## src/rtl/aes_word_stream_if.sv

```systemverilog
// Word-stream adapter around the aes_top core: packs 32-bit input words into key/text
// blocks, launches the core, and serialises the 128-bit result back out as four words.
module aes_word_stream_if #(
  parameter int unsigned TIMEOUT_CYCLES = 64
) (
  input  logic         CLK,
  input  logic         RST,
  input  logic         IN_VALID,
  output logic         IN_READY,
  input  logic [31:0]  IN_DATA,
  input  logic         IN_SEL,
  input  logic         IN_DEC,
  output logic         AES_START,
  output logic         AES_ENCDEC,
  output logic [127:0] AES_KEY,
  output logic [127:0] AES_TEXTIN,
  input  logic         AES_DONE,
  input  logic [127:0] AES_TEXTOUT,
  output logic         OUT_VALID,
  input  logic         OUT_READY,
  output logic [31:0]  OUT_DATA,
  output logic         KEY_VALID,
  output logic         TIMEOUT
);

  typedef enum logic [1:0] {
    S_LOAD,
    S_ISSUE,
    S_WAIT,
    S_DRAIN
  } state_t;

  state_t       state;
  state_t       next_state;

  logic [127:0] key_reg;
  logic [127:0] text_reg;
  logic [127:0] result_reg;
  logic [1:0]   key_cnt;
  logic [1:0]   txt_cnt;
  logic [1:0]   out_cnt;
  logic [31:0]  wait_cnt;
  logic         key_valid;
  logic         encdec;

  logic         in_ready;
  logic         key_acc;
  logic         txt_acc;
  logic         out_acc;
  logic         capture;
  logic         start;
  logic         timeout;

  always_ff @(posedge CLK or posedge RST) begin
    if (RST) state <= S_LOAD;
    else     state <= next_state;
  end

  // The 4th text word is held off until a full key exists, so a block never
  // launches against a partially loaded key.
  always_comb begin
    next_state = state;
    in_ready   = 1'b0;
    key_acc    = 1'b0;
    txt_acc    = 1'b0;
    out_acc    = 1'b0;
    capture    = 1'b0;
    start      = 1'b0;
    timeout    = 1'b0;
    case (state)
      S_LOAD: begin
        in_ready = !(!IN_SEL && (txt_cnt == 2'd3) && !key_valid);
        key_acc  = IN_VALID && in_ready && IN_SEL;
        txt_acc  = IN_VALID && in_ready && !IN_SEL;
        if (txt_acc && (txt_cnt == 2'd3)) next_state = S_ISSUE;
      end
      S_ISSUE: begin
        start      = 1'b1;
        next_state = S_WAIT;
      end
      S_WAIT: begin
        if (AES_DONE) begin
          capture    = 1'b1;
          next_state = S_DRAIN;
        end else if ((TIMEOUT_CYCLES != 0) && (wait_cnt == TIMEOUT_CYCLES - 1)) begin
          timeout    = 1'b1;
          next_state = S_LOAD;
        end
      end
      S_DRAIN: begin
        out_acc = OUT_READY;
        if (OUT_READY && (out_cnt == 2'd3)) next_state = S_LOAD;
      end
      default: next_state = S_LOAD;
    endcase
  end

  // Word n of a group lands at bits [127-32n -: 32]; ~cnt selects that slot.
  always_ff @(posedge CLK or posedge RST) begin
    if (RST) begin
      key_reg    <= '0;
      text_reg   <= '0;
      result_reg <= '0;
      key_cnt    <= '0;
      txt_cnt    <= '0;
      out_cnt    <= '0;
      wait_cnt   <= '0;
      key_valid  <= 1'b0;
      encdec     <= 1'b0;
    end else begin
      if (key_acc) begin
        key_reg[{~key_cnt, 5'd0} +: 32] <= IN_DATA;
        key_cnt <= key_cnt + 2'd1;
        if (key_cnt == 2'd0)      key_valid <= 1'b0;
        else if (key_cnt == 2'd3) key_valid <= 1'b1;
      end
      if (txt_acc) begin
        text_reg[{~txt_cnt, 5'd0} +: 32] <= IN_DATA;
        txt_cnt <= txt_cnt + 2'd1;
        if (txt_cnt == 2'd3) encdec <= IN_DEC;
      end
      wait_cnt <= (state == S_WAIT) ? wait_cnt + 32'd1 : 32'd0;
      if (capture) result_reg <= AES_TEXTOUT;
      if (out_acc) out_cnt <= out_cnt + 2'd1;
    end
  end

  // Ready is masked during reset so every output reads zero while RST is high.
  assign IN_READY   = in_ready && !RST;
  assign AES_START  = start;
  assign AES_ENCDEC = encdec;
  assign AES_KEY    = key_reg;
  assign AES_TEXTIN = text_reg;
  assign OUT_VALID  = (state == S_DRAIN);
  assign OUT_DATA   = (state == S_DRAIN) ? result_reg[{~out_cnt, 5'd0} +: 32] : 32'd0;
  assign KEY_VALID  = key_valid;
  assign TIMEOUT    = timeout;

endmodule

```

## config.mk

```make
export PLATFORM = sky130hd
export DESIGN_NAME = aes_word_stream_if
export DESIGN_NICKNAME = d
export VERILOG_FILES = /design/src/rtl/aes_word_stream_if.sv
export SDC_FILE = /design/constraint.sdc
export NUM_CORES = 1
export LEC_CHECK = 0
export ABC_AREA = 1
export CORE_MARGIN = 2
export CORE_UTILIZATION = 45
export DETAILED_ROUTE_END_ITERATION = 10
export GPL_ROUTABILITY_DRIVEN = 0
export PLACE_DENSITY = 0.74
export SYNTH_ARGS = -nofsm -noshare
export SYNTH_HDL_FRONTEND = slang
export SYNTH_SLANG_ARGS = --single-unit
export TNS_END_PERCENT = 50
```

## constraint.sdc

```tcl
create_clock -name CLK -period 18.6 [get_ports CLK]
set_clock_uncertainty 0.1 [all_clocks]
set_input_delay 3.72 -clock CLK [delete_from_list [all_inputs] [get_ports CLK]]
set_output_delay 3.72 -clock CLK [all_outputs]
set_load 0.05 [all_outputs]
```

; Word level (Yosys, flattened, before mapping)
; Cells that the tools add are included.
[word_totals]
out_inout_bits = 294
elab_cells = 73
ff_bits = 426
[classes]
n_addsub = 6
n_bitwise = 3
eq_ne = 10
reduce_logical = 18
n_shift = 5
mux = 21
[op_table]
columns = op, n
row1 = bitwise mux 128 bit, 2
row2 = "variable shift 32 x 9 -> 128 bit, first input constant", 2
row3 = indexed part select 32 x 9 -> 128 bit, 2
row4 = indexed part select 128 x 8 -> 32 bit, 1
row5 = two-way mux 32 bit, 2
row6 = "adder 32 x 1 -> 32 bit, second input constant", 1
row7 = "== test 32 x 6 -> 1 bit, second input constant", 1
row8 = negator 7 -> 9 bit, 2
row9 = two-way mux 1 bit, 12
row10 = "== test 2 bit, second input constant", 5
row11 = logical AND 1 bit, 8
row12 = two-way mux 2 bit, 4
row13 = case mux 2 bit (4 select lines), 1
row14 = "adder 2 x 1 -> 2 bit, second input constant", 3
row15 = inverter 2 bit, 3
row16 = zero test 1 bit, 4
row17 = zero test 2 bit, 2
row18 = AND reduction 2 bit, 2
row19 = "inequality test 3 bit, second input constant", 1
row20 = AND reduction 3 bit, 1
row21 = "== test 2 x 1 -> 1 bit, second input constant", 1
row22 = "inequality test 2 x 1 -> 1 bit, second input constant", 1
row23 = "inequality test 2 bit, second input constant", 1
row24 = nonzero test 2 bit, 1

; Longest topological paths before layout
; Gate-level depths: netlist (run 1).
[depth]
ltp_word = 9
mapped_depth = 10
ltp_nobuf = 10

; Least setup slack after synthesis (run 1)
; OpenSTA, ideal clock, no wires.
[synth_path]
kind = input-to-output
startpoint = input AES_DONE
endpoint = output TIMEOUT
t_arrival_ns = 4.817
path_slack_ns = 9.963
cell_stages = 1
path_cell_list = nor3_1
[synth_via]
elab_chain_cells = 2
[synth_rtl]
columns = element, line_no
row1 = start: declaration, 17  ; input logic AES_DONE,
row2 = two-way mux 1 bit, 82  ; if (AES_DONE) begin
row3 = two-way mux 1 bit, 70  ; case (state)
row4 = end: declaration, 23  ; output logic TIMEOUT
; Every way passes these cells.

; Worst setup path in the final report (run 1)
[layout_path]
startpoint = input IN_SEL
endpoint = output IN_READY
[layout_via]
elab_chain_cells = 6
[layout_rtl]
columns = element, line_no
row1 = start: declaration, 11  ; input logic IN_SEL,
row2 = zero test 1 bit, 72  ; in_ready = !(!IN_SEL && (txt_cnt == 2'd3) && !key_valid);
row3 = logical AND 1 bit (2 in series), 72
row4 = zero test 1 bit, 72
row5 = two-way mux 1 bit, 70
row6 = logical AND 1 bit, 129  ; assign IN_READY = in_ready && !RST;
row7 = end: declaration, 9  ; output logic IN_READY,
; Every way passes these cells.

==> results of run 1 <==
-- cell type report --
type,instances,area (sq um)
antenna,5,12.5
clock buffer,70,1340
clock inverter,12,116
fill,3668,16500
inverter,164,626
multi-input combinational,1592,7190
sequential,426,10700
tap,539,674
timing repair buffer,483,4790
-- report_power, final --
group / switching [mW] / internal, mW / leakage (nW) / total (mW)
Combinational: 1.79 / 0.709 / 5.35 / 2.50
Clock: 0.381 / 0.524 / 0.719 / 0.905
Sequential: 0.261 / 1.28 / 5.67 / 1.54
-- metal layers --
metal | wire, um | vias to the layer above | GRT usage [%] | share of wire (%)
met5 | 17 | - | 0 | 0.025
met4 | 3150 | 2 | 14.6 | 4.7
met3 | 6080 | 172 | 8.03 | 9.0
met2 | 30700 | 855 | 46.7 | 46
met1 | 27500 | 8650 | 39.8 | 41
li1 | - | 8370 | - | -
-- stage by stage --
step / total power, mW / std cells
detailed placement: 4.03 / 3204
finish: 4.95 / 3291
global route: 5.19 / 3290
global placement: 3.99 / 3204
CTS: 4.95 / 3286
floorplan: 3.11 / 2346
-- placed cells by master (no fill, tap or decap), types with 5 or more instances in the layout --
cell type,netlist,layout
clkbuf_1,112,15
inv_1,157,154
nand3_1,279,279
clkbuf_16,0,47
nor2_1,144,138
o21ai_1,83,83
o21ai_0,315,315
xor2_1,5,5
clkdlybuf4s50_1,0,460
nor3_1,13,13
clkbuf_8,0,8
nor2_2,2,5
nand2_1,612,611
a21oi_1,117,117
clkinv_2,0,8
ha_1,11,11
dfrtp_1,426,423
nor2_4,2,5
buf_4,6,22
inv_2,7,8
diode_2,0,5
-- worst register-to-register path, cell delays in order (launching register included) --
cell and delay, ns:
dfrtp_4 1.21, ha_1 0.64, nand3b_2 0.16, nand4_2 0.47
inv_2 0.10, nand2_2 0.89, o21ai_0 0.26
-- final timing paths --
| kind | end | slack (ns) | cells past startpoint |
|---|---|---|---|
| min reg2reg | wait_cnt[0] | 0.37 | 1 |
| min | wait_cnt[0] | 0.37 | 1 |
| max reg2reg | AES_KEY[75] | 14.57 | 6 |
| max | IN_READY | 9.32 | 6 |
| min in group asynchronous | AES_KEY[42] | 3.60 | 2 |
| max in group asynchronous | result_reg[49] | 12.52 | 4 |
-- kinds of logic (layout without fill, tap and decap cells) --
group / Yosys count / count (layout) / synth area share, %
and+or+nand+nor: 1059 / 1059 / 22.9
adders and majority gates: 11 / 11 / 0.718
AOI/OAI and AO/OA: 517 / 517 / 13.5
buffers and inverters: 328 / 729 / 7.00
other: 0 / 5 / 0
DFF: 426 / 426 / 55.6
xor gates and xnor gates: 5 / 5 / 0.229
==> metrics.yaml, run 1 <==
outcome: "complete, no violations"
finalWirelength_um: 67500
worst-path-buf-inv: 3
max_clock_freq_mhz: 108
netlist_area_sq_um: 19200
min_path_type: "flip-flop to flip-flop"
die_area_sq_um: 44300
min_period_over_period_pct: 49.9
port_buffers: 460
rsz0062_at_grt: "no"
clock_path_buffers: 3
worstPathRequired_ns: 14.78
drv_cap: 0
grt_antenna_before_repair: 5
vias: 18000
slowest_delay_ns: 0.81
postCtsResizedCells: 0
cellPowerDensity_nw_per_um2: 195
route.detailed.drc: 0
vias_per_cell: 5.48
grt_overflow: 0
clkSinkCount: 426
cts_tree: "built"
cts_hold_buffers: 0
grt_max_degree: 183
crit_chain: "clkdlybuf4s50_1 -> inv_2 -> nand3b_2 -> nand2_1 -> nor2_1 -> clkdlybuf4s50_1"
p_leak_nw: 11.7
crit-reg2reg-launch: "txt_cnt[0]"
post_cts_buffers: 0
core-area_sq_um: 41900
layout_setup_ws_ns: 9.32
synth.most_common_cell: "nand2_1"
cts.clk_slew.worst_paths_ns: 0.05
startpoint: "IN_SEL"
dp_slack_ns: 9.35
crit_path_end_kind: "primary output"
htree_num_levels: 2
synth_top_area_share_pct: 55.6
synth-seq-cells: 426
synth_area_leader_cell: "dfrtp_1"
hpwl_um: 44400
clock_latency_ns: 0.58
dieHeight_um: 210
fin_tns_setup_ns: 0
timing.hold.ws_ns: 0.371
cp_top_family: "buffers and inverters"
grt_use_total_pct: 30.3
root_buffer: "clkbuf_16"
dr.pass1.iters: 7
synthToLayoutAreaGrowth_pct: 32.7
crit_path_start_kind: "primary input"
drt-initial-drc-count: 1802
finalNetCount: 2891
async_reset_ff_share_pct: 100
num_rows: 75
io_pins: 461
ys_types: 26
cpMaxStageDelayCell: "clkdlybuf4s50_1"
period_needed_ns: 9.28
ant_nets: 0
initial_utilization_pct: 45.7
syn_inst: 2346
place_area_sq_um: 24000
setup_viol: 0
critical_path_class: "primary input to primary output"
syn-num-nets: 2524
synth_edf_count: 0
min_from: "wait_cnt[0]"
ys.flop_type: "dfrtp_1"
first_global_vias: 17600
grt_first_pass_wirelength_um: 104000
syn_area_per_cell_sq_um: 8.17
design_area_sq_um: 25400
route.detailed.wl_per_inst_um: 20.5
drv_slew: 0
ys_top_cells_by_area: "dfrtp_1 (56%), nand2_1 (12%), o21ai_0 (8.2%), nand3_1 (7.3%), inv_1 (3.1%)"
worst_ep_arrival_time_ns: 5.46
seq_area_frac_synth_pct: 55.6
fin_util_pct: 60.6
drive_above_1_share_pct: 4.33
tightest_slew_ns: 1.32
worstPathMaxFanout: 3
ir_drop_uv: 108
numCtsBuffers: 46
yosys_warnings: 0
die_w_um: 210
path_common_cell: "clkdlybuf4s50_1"
timing_hold_violations_final: 0
synth_common_cells: "nand2_1 (612), dfrtp_1 (426), o21ai_0 (315)"
relSlewSlack_pct: 12.1
No activity file was read; power rests on OpenSTA's default activity.
==> inputs of run 2 (changes only) <==
- PLACE_DENSITY: 0.74 -> 0.76
- clock period: 18.6 -> 8.23 ns (I/O delays scaled with it)
==> run 2 against run 1 <==
  * Die area unchanged
  * Clock-buffer cell count is 1 lower
  * Hold slack gained 0.0014 ns
  * Cell count shrank 0.15%
  * Largest power group unchanged
  * Combinational power rose by 130%
  * Critical path type is now flip-flop to primary output
==> metrics.yaml, run 2 (synthesis gave the netlist of run 1 again) <==
finalWirelength_um: 66900  # -0.97%
rsz0062_at_grt: "no"
dp_slack_ns: 3.12  # -6.22 ns
finalNetCount: 2889  # -0.069%
initial_utilization_pct: 45.7  # unchanged
relSlewSlack_pct: 7.67  # -4.4 points
fin_cells: 3286  # -0.15%
final_common_cell: "nand2_1"
vias_per_cell: 5.55  # +1.2%
postCtsResizedCells: 0  # unchanged
fin_tns_setup_ns: 0  # unchanged
drv_cap: 0  # unchanged
min_path_type: "flip-flop to flip-flop"
num_rows: 75  # unchanged
period_needed_ns: 5.38
dieHeight_um: 210  # unchanged
ant_nets: 0  # unchanged
worstPathRequired_ns: 6.48  # -8.30 ns
p_leak_nw: 11.7  # about the same
port_buffers: 460  # unchanged
post_cts_buffers: 0  # unchanged
grt_max_degree: 163  # -11%
route.detailed.drc: 0  # unchanged
first_global_vias: 17400  # -1.0%
clkSinkCount: 426  # unchanged
die_area_sq_um: 44300  # unchanged
grt_first_pass_wirelength_um: 102000  # -1.7%
cts_tree: "built"
cts.clk_slew.worst_paths_ns: 0.06  # about the same
io_pins: 461  # unchanged
fillers: 3602  # -1.8%
final_cell_mix: "nand2_1 (611), clkdlybuf4s50_1 (460), dfrtp_1 (423), o21ai_0 (315), nand3_1 (279)"
layout_setup_ws_ns: 2.85  # -6.47 ns
clock_latency_ns: 0.56  # -0.02 ns
grt_use_total_pct: 29.7  # -0.60 points
ir_drop_uv: 300  # +180%
grt_overflow: 0  # unchanged
root_buffer: "clkbuf_16"
route.detailed.wl_per_inst_um: 20.3  # -0.82%
cts_hold_buffers: 0  # unchanged
core-area_sq_um: 41900  # unchanged
vias: 18200  # +1.0%
hpwl_um: 44600  # +0.50%
dr.pass1.iters: 5  # -2
max_clock_freq_mhz: 186
drive_above_1_share_pct: 4.30  # -0.030 points
critical_path_class: "flip-flop to primary output"
drt-initial-drc-count: 1977  # +9.7%
outcome: "complete, no violations"
tightest_slew_ns: 1.38  # +0.0664 ns
design_area_sq_um: 25400  # about the same
clock_path_buffers: 3  # unchanged
drv_slew: 0  # unchanged
worst_ep_arrival_time_ns: 3.64  # -1.82 ns
min_period_over_period_pct: 65.4
dp_cells: 3202  # -0.062%
crit_path_end_kind: "primary output"
htree_num_levels: 2  # unchanged
place_area_sq_um: 23900  # about the same
synthToLayoutAreaGrowth_pct: 32.7  # about the same
setup_viol: 0  # unchanged
die_w_um: 210  # unchanged
cellPowerDensity_nw_per_um2: 440  # +130%
timing_hold_violations_final: 0  # unchanged
crit_path_start_kind: "flip-flop"
grt_antenna_before_repair: 4  # -1
numCtsBuffers: 46  # unchanged
worstPathMaxFanout: 66  # +63
## run 2: worst paths after layout
| kind | startpoint | slack, ns | to | depth (start not counted) |
|---|---|---|---|---|
| worst max-delay path | out_cnt[0] | 2.85 | OUT_DATA[24] | 6 |
| worst min-delay path | result_reg[105] | 0.37 | result_reg[105] | 2 |
| worst max register to register | key_cnt[0] | 4.50 | AES_KEY[89] | 7 |
| worst min register to register | result_reg[105] | 0.37 | result_reg[105] | 2 |
| max in group asynchronous | RST | 5.16 | AES_TEXTIN[122] | 3 |
| min in group asynchronous | RST | 1.53 | AES_TEXTIN[78] | 2 |
## run 2: cell type report
type	instances	area, sq um	share of cell area [%]
Antenna cell	4	10.0	0.0394
Inverter	164	622	2.45
Clock buffer	69	1360	5.34
Timing Repair Buffer	481	4790	18.8
Multi-Input combinational cell	1592	7190	28.3
Clock inverter	11	113	0.443
Tap cell	539	674	2.65
Sequential cell	426	10700	42.0
## run 2: where the power goes
group	internal, mW	switching, mW	leakage [nW]
clock	1.20	0.857	0.730
sequential	2.89	0.547	5.67
combinational	1.60	4.10	5.34
## run 2: worst max-delay path, stage by stage (launching register included)
cell and delay (ns):
dfrtp_2 1.08, inv_1 0.17, buf_4 0.37, a21oi_1 0.23
o21ai_0 0.13, a21oi_1 0.21, clkdlybuf4s50_1 0.86
## run 2: per-stage QoR
step           utilization (%)  hold WS, ns  total power [mW]
6_report                  60.6        0.373              11.2
5_1_grt                   60.6        0.392              11.7
4_1_cts                   60.6        0.376              11.2
3_3_place_gp              57.1        0.344              8.99
3_5_place_dp              57.1        0.360              9.10
2_1_floorplan                -        0.333              7.04
## run 2: layer usage
metal | vias up | GRT usage, % | routed length (um)
li1 | 8365 | - | -
met1 | 8790 | 38.7 | 27000
met2 | 916 | 46.3 | 30600
met3 | 158 | 8.39 | 6520
met4 | 0 | 13.1 | 2750
met5 | - | 0 | 0
==> inputs of run 3 (changes only) <==
- PLACE_DENSITY: 0.76 -> 0.74
- clock period: 8.23 -> 5.6 ns (I/O delays scaled with it)
==> run 3 against run 2 <==
  * Utilization is 0.55 points higher
  * Critical endpoint is now OUT_DATA[0]
  * Sequential power is 45% higher
  * Critical path depth shrank 1
  * Worst setup slack got worse by 1.8 ns
  * Hold slack about the same
  * Die area did not move
  * Combinational power increased by 48%
==> metrics.yaml, run 3 (synthesis gave the netlist of run 1 again) <==
outcome: "complete, no violations"
r2r.worst_path.cells: 7  # unchanged
root_buffer: "clkbuf_16"
fin_tns_setup_ns: 0  # unchanged
rsz0062_at_grt: "no"
final_cell_mix: "nand2_1 (611), clkdlybuf4s50_1 (460), dfrtp_1 (424), o21ai_0 (315), nand3_1 (279)"
port_buffers: 460  # unchanged
finalPower_mw: 16.7  # +49%
final_common_cell: "nand2_1"
cellPowerDensity_nw_per_um2: 649  # +48%
min_period_over_period_pct: 81.2
first_global_vias: 17800  # +2.4%
setup_viol: 0  # unchanged
finalWirelength_um: 66600  # -0.35%
post_cts_buffers: 0  # unchanged
timing_hold_violations_final: 0  # unchanged
clock_path_buffers: 3  # unchanged
min_path_type: "flip-flop to flip-flop"
cts.clk_slew.worst_paths_ns: 0.06  # about the same
crit_path_end_kind: "primary output"
htree_num_levels: 2  # unchanged
dieHeight_um: 210  # unchanged
route.detailed.wl_per_inst_um: 20.2  # -0.68%
p_leak_nw: 11.8  # +0.86%
worst_ep_arrival_time_ns: 3.33  # -0.31 ns
clock_latency_ns: 0.57  # about the same
num_rows: 75  # unchanged
worstPathRequired_ns: 4.38  # -2.10 ns
dp_cells: 3206  # +0.12%
grt_max_degree: 126  # -23%
grt_first_pass_wirelength_um: 102000  # +0.26%
cts_hold_buffers: 0  # unchanged
numCtsBuffers: 47  # +2.2%
dr.pass1.iters: 6  # +1
die_area_sq_um: 44300  # unchanged
vias: 18100  # -0.83%
tightest_slew_ns: 1.30  # -0.0824 ns
postCtsResizedCells: 0  # unchanged
drive_above_1_share_pct: 4.61  # +0.31 points
design_area_sq_um: 25700  # +0.92%
io_pins: 461  # unchanged
core-area_sq_um: 41900  # unchanged
fin_cells: 3297  # +0.33%
holdPathEnd: "result_reg[100]"
synthToLayoutAreaGrowth_pct: 33.9
relSlewSlack_pct: 13.2  # +5.5 points
grt_antenna_before_repair: 7  # +3
whs_path_depth: 2  # unchanged
grt_use_total_pct: 29.7  # +0.031 points
crit-reg2reg-launch: "key_cnt[0]"
finalNetCount: 2895  # +0.21%
ir_drop_uv: 384  # +28%
period_needed_ns: 4.55
drt-initial-drc-count: 1925  # -2.6%
hpwl_um: 45300  # +1.5%
grt_overflow: 0  # unchanged
fillers: 3618  # +0.44%
route.detailed.drc: 0  # unchanged
drv_slew: 0  # unchanged
r2r_setup_slack_ns: 1.85  # -2.65 ns
cts_tree: "built"
clkSinkCount: 426  # unchanged
initial_utilization_pct: 45.7  # unchanged
critical_path_class: "flip-flop to primary output"
min_from: "result_reg[100]"
ant_nets: 0  # unchanged
rr_endpoint: "AES_KEY[86]"
place_area_sq_um: 24000  # +0.28%
worstPathMaxFanout: 39  # -41%
timing.hold.ws_ns: 0.372  # -0.000267 ns
max_clock_freq_mhz: 220
die_w_um: 210  # unchanged
drv_cap: 0  # unchanged
crit_path_start_kind: "flip-flop"
vias_per_cell: 5.48  # -1.2%
## run 3: how the worst max path moves through the flow
stage                from     endpoint  slack [ns]  cells past startpoint
2_1_floorplan         RST   AES_ENCDEC       -1.37                      1
3_3_place_gp       IN_SEL     IN_READY        1.44                      6
3_5_place_dp       IN_SEL     IN_READY        1.46                      6
4_1_cts        out_cnt[0]  OUT_DATA[0]        1.06                      5
5_1_grt        out_cnt[0]  OUT_DATA[0]        0.93                      5
6_report       out_cnt[0]  OUT_DATA[0]        1.05                      5
## run 3: per-stage QoR
step / util (%) / worst slack (ns)
2_1_floorplan: - / -1.37
6_report: 61.2 / 1.05
5_1_grt: 61.2 / 0.930
3_5_place_dp: 57.2 / 1.46
3_3_place_gp: 57.2 / 1.44
4_1_cts: 61.1 / 1.06
## run 3: routing by layer
layer / part of all wire [%] / global-route usage (%) / vias up
met1: 40 / 37.8 / 8677
met5: 0.041 / 0 / -
met2: 45 / 45.9 / 836
li1: - / - / 8382
met3: 9.5 / 8.94 / 178
met4: 5.1 / 15.5 / 4
## run 3: final cells by class
cell class	count	area [sq um]	share of cell area [%]
Clock buffer	69	1380	5.38
Multi-Input combinational cell	1592	7190	28.0
Timing Repair Buffer	486	4870	19.0
Inverter	164	622	2.42
Sequential cell	426	10700	41.6
Clock inverter	16	239	0.931
Antenna cell	5	12.5	0.0488
Tap cell	539	674	2.63
## run 3: where the power goes
part	switching (mW)	internal [mW]	leakage, nW	total, mW
combinational	6.05	2.36	5.38	8.41
clock	1.28	1.98	0.792	3.26
sequential	0.740	4.25	5.67	4.99
## run 3: critical path, cell delays in order (launching register included)
cell	delay [ns]
dfrtp_1	0.38
inv_1	0.60
buf_4	0.50
o21ai_0	0.19
a21oi_1	0.25
clkdlybuf4s50_1	0.85
